**config.mk**
```make
export PLATFORM = sky130hd
export DESIGN_NAME = pipe_ctrl
export DESIGN_NICKNAME = d
export VERILOG_FILES = /design/src/rtl/y86_pkg.sv /design/src/rtl/hazard_unit.sv /design/src/rtl/pipe_ctrl.sv
export SDC_FILE = /design/constraint.sdc
export NUM_CORES = 1
export LEC_CHECK = 0
export CAP_MARGIN = 15
export CORE_UTILIZATION = 45
export CTS_BUF_LIST = sky130_fd_sc_hd__clkbuf_4 sky130_fd_sc_hd__clkbuf_8
export DETAILED_ROUTE_END_ITERATION = 10
export HOLD_SLACK_MARGIN = 0.08
export PLACE_DENSITY = 0.79
export REMOVE_ABC_BUFFERS = 1
export SYNTH_ARGS = -nofsm -noshare
export SYNTH_HDL_FRONTEND = slang
export SYNTH_SLANG_ARGS = --single-unit
export TNS_END_PERCENT = 20
```
**constraint.sdc**
```tcl
create_clock -name clk -period 2 [get_ports clk]
set_input_delay 0.3 -clock clk [delete_from_list [all_inputs] [get_ports clk]]
set_output_delay 0.3 -clock clk [all_outputs]
set_load 0.01 [all_outputs]
```
**src/rtl/y86_pkg.sv**
```systemverilog
// Shared Y86-64 encodings: instruction codes, register IDs, status codes and the
// pipeline controller state type.
package y86_pkg;

    // Instruction codes
    localparam logic [3:0] IcHalt   = 4'h0;
    localparam logic [3:0] IcNop    = 4'h1;
    localparam logic [3:0] IcRrmovq = 4'h2;
    localparam logic [3:0] IcIrmovq = 4'h3;
    localparam logic [3:0] IcRmmovq = 4'h4;
    localparam logic [3:0] IcMrmovq = 4'h5;
    localparam logic [3:0] IcOpq    = 4'h6;
    localparam logic [3:0] IcJxx    = 4'h7;
    localparam logic [3:0] IcCall   = 4'h8;
    localparam logic [3:0] IcRet    = 4'h9;
    localparam logic [3:0] IcPushq  = 4'hA;
    localparam logic [3:0] IcPopq   = 4'hB;

    // "No register" ID
    localparam logic [3:0] RNone = 4'hF;

    // Status codes
    localparam logic [2:0] StatAok = 3'd1;
    localparam logic [2:0] StatHlt = 3'd2;
    localparam logic [2:0] StatAdr = 3'd3;
    localparam logic [2:0] StatIns = 3'd4;

    typedef enum logic [1:0] {
        StFlush = 2'd0,
        StRun   = 2'd1,
        StStop  = 2'd2
    } ctrl_state_e;

    // True for statuses that must stop the processor.
    function automatic logic is_exc(input logic [2:0] stat);
        return (stat == StatHlt) || (stat == StatAdr) || (stat == StatIns);
    endfunction

endpackage

```
**src/rtl/hazard_unit.sv**
```systemverilog
// Combinational hazard detection: computes the pipeline-register controls that
// apply while the processor is running, plus the raw hazard flags for counting.
module hazard_unit
    import y86_pkg::*;
(
    input  logic [3:0] d_icode_i,
    input  logic [3:0] e_icode_i,
    input  logic [3:0] m_icode_i,
    input  logic [3:0] d_src_a_i,
    input  logic [3:0] d_src_b_i,
    input  logic [3:0] e_dst_m_i,
    input  logic       e_cnd_i,
    input  logic [2:0] m_stat_i,
    input  logic [2:0] w_stat_i,
    output logic       load_use_o,
    output logic       mispred_o,
    output logic       w_exc_o,
    output logic       f_stall_o,
    output logic       d_stall_o,
    output logic       d_bubble_o,
    output logic       e_bubble_o,
    output logic       m_bubble_o,
    output logic       w_stall_o,
    output logic       set_cc_o
);

    logic e_is_load;
    logic ret_hz;
    logic m_exc;

    // Hazard classification and run-mode control derivation
    always_comb begin
        e_is_load  = (e_icode_i == IcMrmovq) || (e_icode_i == IcPopq);
        load_use_o = e_is_load && (e_dst_m_i != RNone) &&
                     ((e_dst_m_i == d_src_a_i) || (e_dst_m_i == d_src_b_i));
        ret_hz     = (d_icode_i == IcRet) || (e_icode_i == IcRet) || (m_icode_i == IcRet);
        mispred_o  = (e_icode_i == IcJxx) && !e_cnd_i;
        m_exc      = is_exc(m_stat_i);
        w_exc_o    = is_exc(w_stat_i);

        f_stall_o  = load_use_o || ret_hz;
        d_stall_o  = load_use_o;
        // A load-use stall holds D, so a pending ret must not also bubble it.
        d_bubble_o = mispred_o || (ret_hz && !load_use_o);
        e_bubble_o = mispred_o || load_use_o;
        m_bubble_o = m_exc || w_exc_o;
        w_stall_o  = w_exc_o;
        // Freeze condition codes once an exception is in flight downstream.
        set_cc_o   = (e_icode_i == IcOpq) && !m_exc && !w_exc_o;
    end

endmodule

```
**src/rtl/pipe_ctrl.sv**
```systemverilog
// Y86-64 pipeline controller: post-reset flush sequencing, run-mode hazard
// control, halt on writeback exception, and performance counters.
module pipe_ctrl
    import y86_pkg::*;
#(
    parameter int unsigned FLUSH_CYCLES = 3
) (
    input  logic        clk,
    input  logic        rst_n,
    input  logic [3:0]  d_icode,
    input  logic [3:0]  e_icode,
    input  logic [3:0]  m_icode,
    input  logic [3:0]  d_srcA,
    input  logic [3:0]  d_srcB,
    input  logic [3:0]  e_dstM,
    input  logic        e_Cnd,
    input  logic [2:0]  m_stat,
    input  logic [2:0]  w_stat,
    output logic        f_stall,
    output logic        d_stall,
    output logic        d_bubble,
    output logic        e_bubble,
    output logic        m_bubble,
    output logic        w_stall,
    output logic        set_cc,
    output logic [2:0]  cpu_stat,
    output logic        halted,
    output logic [31:0] cycle_cnt,
    output logic [31:0] lu_cnt,
    output logic [31:0] mp_cnt
);

    // Flush counter holds "remaining flush cycles minus one"; FLUSH_CYCLES must be >= 1.
    localparam int unsigned FcW = (FLUSH_CYCLES > 2) ? $clog2(FLUSH_CYCLES) : 1;
    localparam logic [FcW-1:0] FlushInit = FcW'(FLUSH_CYCLES - 1);

    ctrl_state_e    state_q, state_d;
    logic [FcW-1:0] flush_cnt_q, flush_cnt_d;
    logic [2:0]     cpu_stat_q, cpu_stat_d;
    logic [31:0]    cycle_cnt_q, cycle_cnt_d;
    logic [31:0]    lu_cnt_q, lu_cnt_d;
    logic [31:0]    mp_cnt_q, mp_cnt_d;

    logic hz_load_use, hz_mispred, hz_w_exc;
    logic hz_f_stall, hz_d_stall, hz_d_bubble, hz_e_bubble;
    logic hz_m_bubble, hz_w_stall, hz_set_cc;

    hazard_unit u_hazard_unit (
        .d_icode_i  (d_icode),
        .e_icode_i  (e_icode),
        .m_icode_i  (m_icode),
        .d_src_a_i  (d_srcA),
        .d_src_b_i  (d_srcB),
        .e_dst_m_i  (e_dstM),
        .e_cnd_i    (e_Cnd),
        .m_stat_i   (m_stat),
        .w_stat_i   (w_stat),
        .load_use_o (hz_load_use),
        .mispred_o  (hz_mispred),
        .w_exc_o    (hz_w_exc),
        .f_stall_o  (hz_f_stall),
        .d_stall_o  (hz_d_stall),
        .d_bubble_o (hz_d_bubble),
        .e_bubble_o (hz_e_bubble),
        .m_bubble_o (hz_m_bubble),
        .w_stall_o  (hz_w_stall),
        .set_cc_o   (hz_set_cc)
    );

    // State, flush counter, status latch and counters; synchronous active-low reset
    always_ff @(posedge clk) begin
        if (!rst_n) begin
            state_q     <= StFlush;
            flush_cnt_q <= FlushInit;
            cpu_stat_q  <= StatAok;
            cycle_cnt_q <= 32'd0;
            lu_cnt_q    <= 32'd0;
            mp_cnt_q    <= 32'd0;
        end else begin
            state_q     <= state_d;
            flush_cnt_q <= flush_cnt_d;
            cpu_stat_q  <= cpu_stat_d;
            cycle_cnt_q <= cycle_cnt_d;
            lu_cnt_q    <= lu_cnt_d;
            mp_cnt_q    <= mp_cnt_d;
        end
    end

    // Next-state logic: flush countdown, run-mode counting, halt detection
    always_comb begin
        state_d     = state_q;
        flush_cnt_d = flush_cnt_q;
        cpu_stat_d  = cpu_stat_q;
        cycle_cnt_d = cycle_cnt_q;
        lu_cnt_d    = lu_cnt_q;
        mp_cnt_d    = mp_cnt_q;
        unique case (state_q)
            StFlush: begin
                if (flush_cnt_q == '0) begin
                    state_d = StRun;
                end else begin
                    flush_cnt_d = flush_cnt_q - FcW'(1);
                end
            end
            StRun: begin
                cycle_cnt_d = cycle_cnt_q + 32'd1;
                if (hz_load_use) lu_cnt_d = lu_cnt_q + 32'd1;
                if (hz_mispred)  mp_cnt_d = mp_cnt_q + 32'd1;
                if (hz_w_exc) begin
                    state_d    = StStop;
                    cpu_stat_d = w_stat;
                end
            end
            StStop: begin
                state_d = StStop;
            end
            default: begin
                state_d     = StFlush;
                flush_cnt_d = FlushInit;
            end
        endcase
    end

    // Output decode; reset cycles present the flush controls
    always_comb begin
        f_stall  = 1'b0;
        d_stall  = 1'b0;
        d_bubble = 1'b0;
        e_bubble = 1'b0;
        m_bubble = 1'b0;
        w_stall  = 1'b0;
        set_cc   = 1'b0;
        cpu_stat = StatAok;
        halted   = 1'b0;
        if (!rst_n) begin
            d_bubble = 1'b1;
            e_bubble = 1'b1;
            m_bubble = 1'b1;
        end else begin
            unique case (state_q)
                StRun: begin
                    f_stall  = hz_f_stall;
                    d_stall  = hz_d_stall;
                    d_bubble = hz_d_bubble;
                    e_bubble = hz_e_bubble;
                    m_bubble = hz_m_bubble;
                    w_stall  = hz_w_stall;
                    set_cc   = hz_set_cc;
                end
                StStop: begin
                    f_stall  = 1'b1;
                    d_stall  = 1'b1;
                    w_stall  = 1'b1;
                    cpu_stat = cpu_stat_q;
                    halted   = 1'b1;
                end
                default: begin
                    d_bubble = 1'b1;
                    e_bubble = 1'b1;
                    m_bubble = 1'b1;
                end
            endcase
        end
    end

    assign cycle_cnt = cycle_cnt_q;
    assign lu_cnt    = lu_cnt_q;
    assign mp_cnt    = mp_cnt_q;

endmodule

```
# == Word level (Yosys, flattened, before mapping) ==
# Index checks and enable logic that the tools add are counted.
# totals
romBits,0
ramBits,0
latchBits,0
out_inout_bits,107
elab_cells,85
memories,0
in_bits,33
reg_bits,103
# classes
n_reduce_logical,30
n_div,0
n_addsub,4
n_bitwise,1
n_lt_le_gt_ge,0
muxes,23
shift,0
eq_ne,21
multipliers,0
# op_table
cell,n
$add 32x1->32 const B,3
$eq 4x4->1 const B,4
$eq 3x2->1 const B,4
$eq 4x3->1 const B,3
$logic_or 1x1->1,12
$pmux 1 s2,6
$mux 1,10
$reduce_and 2->1,5
$eq 4x4->1,2
$eq 3x3->1 const B,2
$logic_and 1x1->1,6
$mux 2,3
$mux 3,2
$ne 2x2->1 const B,3
$pmux 2 s3,1
$logic_not 1->1,4
$logic_not 2->1,2
$ne 4x4->1 const B,1
$pmux 2 s2,1
$eq 2x1->1 const B,1
$eq 2x2->1 const B,1
$reduce_or 2->1,1
$sub 2x1->2 const B,1
$not 1->1,1

# == Longest topological paths before layout ==
# Gate-level depths: netlist (run 1).
# logic_depth
depth_word,9
ltp_mapped,9
ltp_nobuf,7

# == Hierarchy ==
# Synthesis (run 1) repeated with hierarchy kept, for this count alone.
# hier_totals
hier_cells,628
area_unflattened_um2,5227.5
# by_module_without_submodules
mod,area_per_inst_um2,instances,cells_each,seq_area_each_um2
pipe_ctrl,4982.3,1,594,2062.0
hazard_unit,245.2,1,34,0.0

# == Worst setup path after synthesis (run 1) ==
# OpenSTA, ideal clock, no wires.
# synth_timing
path_kind,reg-to-output
startpoint,reg state_q[1]
endpoint,out f_stall
path_buffers,1
path_stages_with_launch,8
path_slack_ns,-0.022
required_time_ns,1.700
arrival_time_ns,1.722
path_cell_list,dfxtp_1 -> inv_1 -> ha_1 -> buf_2 -> nand2_1 -> a211oi_1 -> nor2_1 -> a21oi_1
# synth_between
elab_chain_len,3
word_cells_on_any_way,4
classes_between,eq/ne: 2; mux: 2
# synth_rtl
element,line_no,source
"start, declared",pipe_ctrl.sv:37,"ctrl_state_e state_q, state_d;"
"start signal, assigned",pipe_ctrl.sv:73,state_q <= StFlush;
"start signal, assigned",pipe_ctrl.sv:80,state_q <= state_d;
$eq 2x2->1 / $eq 2x1->1 (equally long branches),pipe_ctrl.sv:140,unique case (state_q)
$pmux 1 s2 (*),pipe_ctrl.sv:140,
$mux 1 (*),pipe_ctrl.sv:135,if (!rst_n) begin
"end, declared",pipe_ctrl.sv:19,"output logic f_stall,"
# Every way passes the cells marked *; elsewhere a longest branch is shown, timed or not.

# == Worst setup path after layout (run 1) ==
# layout_timing
startpoint,reg state_q[0]
endpoint,"reg lu_cnt_q[19], in the netlist lu_cnt[19]"
# layout_between
elab_chain_len,2
# layout_rtl
element,line_no,source
$eq 2x1->1,pipe_ctrl.sv:97,unique case (state_q)
$reduce_and 2->1 (no line),--,
"end signal, assigned",pipe_ctrl.sv:84,lu_cnt_q <= lu_cnt_d;
"end, declared",pipe_ctrl.sv:41,"logic [31:0] lu_cnt_q, lu_cnt_d;"
# No other way between the ends.
# A chain may end at the register's enable or synchronous reset.

==> reports/metrics.yaml, run 1 <==
status: "complete, but fails checks"
violations: "setup timing"
final_cell_mix: "clkdlybuf4s50_1 (112), dfxtp_1 (101), buf_4 (83)"
peakVddDrop_v: 0.000534
critPathLaunch: "state_q[0]$_SDFFE_PN0P_"
slew_headroom: 0.691
synth.distinct_cells: 53
gp_routability_congestion: 0.912
cp-end-kind: "flip-flop"
critPathRequiredTime_ps: 2290
grt_pass1_vias: 5302
clockRootBuffer: "clkbuf_8"
cts_buffers: 9
final_net_count: 872
fillCellCount: 870
yosys_warnings: 0
setup_tns_ps: -324
worst_path_most_repeated_cell: "buf_6"
cts_tree: "done"
area_growth_pct: 49.3
n_antenna_cell: 0
ys.flop_type: "dfxtp_1"
powerDensity_nw_per_um2: 571
crit_fanout: 6
final_common_cell: "clkdlybuf4s50_1"
synth_cells: 620
grt_pass1_wl_um: 24900
fin_crit_ps: 2110
firstDrtPassIters: 5
seq_area_um2: 2060
cts.sinks: 103
ant_nets: 0
dpl_worst_slack_ps: -744
drt_iter0_markers: 335
setup_viol: 8
htreeDepth: 3
fp.dieH_um: 110
ys_seq_elements: 103
drive_gt1_frac: 0.204
start_kind: "flip-flop"
r2r_cells: 8
routed_wl_um: 16000
avgSynthCellArea_um2: 8.39
synth-edff-count: 0
endpoint: "lu_cnt[19]$_SDFFE_PN0P_"
drc: 0
cp_data_arrival_time_ps: 2400
holdBufCountCts: 0
grt_usage: 0.264
dp.final_hpwl_um: 11300
synth_seq_area_share: 0.396
p_leak_nw: 2.89
final-hold-violation-count: 0
crit_chain: "buf_6 > ha_4 > buf_6 > and2_4 > nand4_1 > a2111o_1 > or3_1 > a21oi_2"
final.period_utilization: 1.05
cap_violations: 0
ys_async_sr_fraction: 0
critPathKind: "flip-flop to flip-flop"
worst_slack_ps: -105
viasPerCell: 5.66
grt_most_used_layer: "met2"
hold_class: "flip-flop to flip-flop"
die_w_um: 110
max_freq_mhz: 475
clock_skew_ps: 8.42
initial_core_util: 0.472
avgRoutedWirePerCell_um: 16.3
dr_total_vias: 5532
clk_latency_ps: 360
worstMarginPinSlew_ps: 460
ctsLongestPathBuffers: 2
layoutNonFillerInstCount: 977
cts.clk_slew.worst_paths_ps: 90
gr-total-overflow: 0
multi_input_area_um2: 3200
rsz0062_at_grt: "yes"
rr_startpoint: "state_q[0]$_SDFFE_PN0P_"
antenna_found_initial: 0
syn_area_um2: 5200
core-area_um2: 11000
ioPinCount: 140
die_area_um2: 12000
gr-usage-met2: 0.477
use_met3: 0.0468
cp_slowest_cell: "a2111o_1"
rr_endpoint: "lu_cnt[19]$_SDFFE_PN0P_"
port_buffers: 139
grt_max_degree: 48
use_met1: 0.298
max_stage_delay_ps: 500
rows: 38
rrSetupSlack_ps: -110
dp.cells: 947
maxSlewViolCount: 0
hold_slack_ps: 485
==> worst min path at each step <==
stage,from,to,depth (start not counted)
after global placement,cpu_stat_q[2]$_SDFFE_PN0P_,cpu_stat_q[2]$_SDFFE_PN0P_,2
final,lu_cnt[31]$_SDFFE_PN0P_,lu_cnt[31]$_SDFFE_PN0P_,2
after CTS,lu_cnt[31]$_SDFFE_PN0P_,lu_cnt[31]$_SDFFE_PN0P_,2
after global routing,cpu_stat_q[2]$_SDFFE_PN0P_,cpu_stat_q[2]$_SDFFE_PN0P_,2
after floorplan,rst_n,cpu_stat_q[0]$_SDFFE_PN1P_,1
after detailed placement,cpu_stat_q[2]$_SDFFE_PN0P_,cpu_stat_q[2]$_SDFFE_PN0P_,2
==> registers in the layout (all words and copies together) (netlist names) <==
signal	flops
cpu_stat_q	3
cycle_cnt	32
flush_cnt_q	2
lu_cnt	32
mp_cnt	32
state_q	2
==> area by class of cell <==
class                      instances  share of cell area
clock inverter                     2             0.00499
sequential                       103               0.266
tap                              140              0.0226
clock buffer                      14              0.0216
timing repair buffer             229               0.264
multi-input combinational        472               0.412
inverter                          17             0.00822
==> kinds of logic (layout without fill, tap and decap cells) <==
logic type,count (synthesis),in the layout,synth area share
mux,11,11,0.0212
compound gates,91,92,0.116
simple gates,298,298,0.306
fa+ha+maj,7,7,0.0168
xor+xnor,64,64,0.108
buf+inv,46,262,0.0356
flops,103,103,0.396
==> where the power goes <==
group	internal [mW]	total [mW]	switching (mW)
clock network	0.676	1.37	0.695
logic	0.474	0.941	0.467
registers	2.09	2.12	0.0262
==> Yosys cell counts (2+ instances only) <==
cell type  instances  area (um^2)
dfxtp_1          103         2060
nor2_1            77          289
nand2_1           54          203
nand4_1           39          244
xor2_1            34          298
a21oi_1           31          155
xnor2_1           30          263
nand3_1           26          130
o21ai_0           21          105
and3_1            18          113
clkbuf_1          17         63.8
inv_1             17         63.8
or3_1             14         87.6
nand2b_1          12         75.1
nor4_1            12         75.1
mux2i_1           11          110
and4_1             8         70.1
buf_1              7         26.3
ha_1               7         87.6
nor3_1             7         35.0
or4_1              7         52.6
and2_1             6         37.5
o31ai_1            6         45.0
o41ai_1            6         52.6
o311ai_0           5         43.8
buf_2              4         20.0
and3b_1            3         26.3
nand3b_1           3         22.5
nor4bb_1           3         30.0
o21bai_1           3         22.5
a2111o_1           2         22.5
a211oi_1           2         15.0
a21o_1             2         15.0
a31o_2             2         17.5
nor2b_1            2         12.5
nor3b_1            2         15.0
==> what timing repair did <==
item,in CTS,in global routing
gates cloned,0,1
endpoints found under the setup margin,41,64
buffers inserted,8,6
pin swaps,16,17
hold endpoints to repair,0,0
gates resized for setup,80,45
==> worst max-delay path, delay by kind of cell (launching register included) <==
kind	cells	cell delay (ps)
flip-flops	1	350
AND/OR/NAND/NOR	3	670
buffers and inverters	2	220
adder cells (fa/ha/maj)	1	140
AO/OA/AOI/OAI	2	660
==> layer usage <==
layer,up-vias,wire length [um],share of wire
li1,2647,-,-
met1,2666,6430,0.40
met2,177,8320,0.52
met3,42,687,0.043
met4,0,513,0.032
met5,-,0,0
==> metrics by stage <==
step / area (um^2) / power (mW) / util
6_report: 7770 / 4.43 / 0.704
5_1_grt: 7770 / 4.63 / 0.704
4_1_cts: 7600 / 4.38 / 0.689
3_5_place_dp: 7260 / 2.95 / 0.658
3_3_place_gp: 7260 / 2.90 / 0.658
2_1_floorplan: 5080 / 2.54 / -
No activity file was read; power rests on OpenSTA's default activity.
==> run 2: changes to the inputs <==
--- a/config.mk
+++ b/config.mk
@@ -11,6 +11,7 @@
 export DETAILED_ROUTE_END_ITERATION = 10
 export HOLD_SLACK_MARGIN = 0.08
 export PLACE_DENSITY = 0.79
+export RECOVER_POWER = 25
 export REMOVE_ABC_BUFFERS = 1
 export SYNTH_ARGS = -nofsm -noshare
 export SYNTH_HDL_FRONTEND = slang
==> results of run 2 <==
No change in the layout: final DEF, timing and power equal those of run 1.
==> run 3: changes to the inputs <==
--- a/config.mk
+++ b/config.mk
@@ -6,9 +6,13 @@
 export NUM_CORES = 1
 export LEC_CHECK = 0
 export CAP_MARGIN = 15
-export CORE_UTILIZATION = 45
+export CELL_PAD_IN_SITES_DETAIL_PLACEMENT = 1
+export CELL_PAD_IN_SITES_GLOBAL_PLACEMENT = 1
+export CORE_UTILIZATION = 33
 export CTS_BUF_LIST = sky130_fd_sc_hd__clkbuf_4 sky130_fd_sc_hd__clkbuf_8
 export DETAILED_ROUTE_END_ITERATION = 10
+export GPL_ROUTABILITY_DRIVEN = 0
+export GPL_TIMING_DRIVEN = 0
 export HOLD_SLACK_MARGIN = 0.08
 export PLACE_DENSITY = 0.79
 export RECOVER_POWER = 25
==> reports/metrics.yaml, run 3 (synthesis results as in run 1) <==
status: "complete, but fails checks"
violations: "setup timing"
die_w_um: 128
max_stage_delay_ps: 370
cp-end-kind: "flip-flop"
rrSetupSlack_ps: -150
antenna_found_initial: 0
worst_slack_ps: -151
fillCellCount: 1777
rsz0062_at_grt: "yes"
power_frac_seq: 0.467
seq_area_um2: 2080
crit_buf_inv: 4
placed_area_um2: 6740
p_sw_frac: 0.284
cts_buffers: 9
p_leak_nw: 2.75
maxSlewViolCount: 0
cts.clk_slew.worst_paths_ps: 110
rr_startpoint: "state_q[1]$_SDFFE_PN0P_"
die_area_um2: 16300
cts_tree: "done"
dr_total_vias: 5381
drive_gt1_frac: 0.193
critPathKind: "flip-flop to flip-flop"
crit_fanout: 5
rows: 45
hold_path.startpoint: "w_stat[2]"
final_common_cell: "clkdlybuf4s50_1"
peakVddDrop_v: 0.000311
multi_input_area_um2: 3350
worstMarginPinSlew_ps: 915
cap_violations: 0
powerDensity_nw_per_um2: 591
crit_chain: "inv_4 > ha_4 > buf_6 > nand4_1 > buf_4 > buf_4 > or3_4 > or3_4 > a21oi_1"
final_net_count: 831
clockRootBuffer: "clkbuf_8"
clk_latency_ps: 390
dpl_worst_slack_ps: -1520
ctsLongestPathBuffers: 2
combPwrFrac: 0.189
final_area_um2: 7740
grt_pass1_vias: 5441
grt_max_degree: 88
drc: 0
grt_pass1_wl_um: 27900
fp.dieH_um: 128
power_frac_clock: 0.344
final.period_utilization: 1.08
port_buffers: 139
n_antenna_cell: 0
clock_skew_ps: 14.2
grt_usage: 0.215
core-area_um2: 15300
hold_class: "primary input to flip-flop"
critPathRequiredTime_ps: 2300
setup_viol: 24
slew_headroom: 0.390
htreeDepth: 3
initial_core_util: 0.340
gr-total-overflow: 0
cp_slowest_cell: "dfxtp_4"
ioPinCount: 140
dp.final_hpwl_um: 11300
max_freq_mhz: 465
routed_wl_um: 17700
hold_slack_ps: 442
dp.cells: 942
fin_crit_ps: 2150
cp_top_family: "simple AND/OR/NAND/NOR gates"
final_cell_mix: "clkdlybuf4s50_1 (109), dfxtp_1 (89), nor2_1 (73)"
switching_power_mw: 1.30
viasPerCell: 5.34
area_growth_pct: 48.8
avgRoutedWirePerCell_um: 17.6
p_int_mw: 3.28
firstDrtPassIters: 4
cts.sinks: 103
final-hold-violation-count: 0
drt_iter0_markers: 255
cp_data_arrival_time_ps: 2450
start_kind: "flip-flop"
layoutNonFillerInstCount: 1007
holdBufCountCts: 0
critPathLaunch: "state_q[1]$_SDFFE_PN0P_"
ant_nets: 0
[run 3: changes by cell type in the layout (fill, tap and decap cells not counted), sizes merged]
cell           delta
inv               +1
clkdlybuf4s50     -3
or3               +1
dlygate4sd2       +5
clkbuf            -8
dlymetal6s2s      +1
bufinv            +1
clkdlybuf4s15     +1
buf              -41
clkinv            +1
[run 3: final cells by class]
cell class,instances,share of cell area
Multi-Input combinational cell,473,0.433
Sequential cell,103,0.269
Timing Repair Buffer,187,0.225
Tap cell,211,0.0341
Clock buffer,11,0.0196
Clock inverter,5,0.0112
Inverter,17,0.00889
[run 3: through the flow]
stage / TNS (ps) / total power [mW] / util
floorplan: -9160 / 2.54 / -
global placement: -215080 / 2.75 / 0.440
detailed placement: -58900 / 2.80 / 0.440
CTS: -790 / 4.52 / 0.487
global route: -4590 / 4.76 / 0.505
finish: -1220 / 4.58 / 0.505
[run 3: repair_timing]
item                                    4_1_cts  5_1_grt
resized for setup                           116       48
pin swaps                                    31       26
cloned                                        2        0
buffers inserted                             30       17
endpoints found under the setup margin      102       65
[run 3: worst register-to-register path, stage by stage (launching register included)]
cell and delay, ps:
dfxtp_4 370, inv_4 60, ha_4 170, buf_6 120, nand4_1 180, buf_4 220, buf_4 140, or3_4 350
or3_4 330, a21oi_1 130
[run 3: layer usage]
layer	part of all wire	vias up	global-route usage
li1	-	2581	-
met1	0.44	2664	0.259
met2	0.50	109	0.381
met3	0.028	27	0.0285
met4	0.027	0	0.0994
met5	0	-	0
[run 3: power by group through the flow]
stage,Sequential [mW],Clock (mW),Combinational (mW)
after floorplan,2.17,0,0.368
after global placement,2.17,0,0.583
after detailed placement,2.17,0,0.621
after CTS,2.13,1.61,0.775
after global routing,2.14,1.69,0.928
final,2.14,1.57,0.865
[run 3: path summary, 6_finish.rpt]
kind                                                   end  cells after the start
worst max-delay path            cycle_cnt[13]$_SDFFE_PN0P_                      9
worst min-delay path            cpu_stat_q[1]$_SDFFE_PN0P_                      2
worst max register to register  cycle_cnt[13]$_SDFFE_PN0P_                      9
worst min register to register  cpu_stat_q[2]$_SDFFE_PN0P_                      2
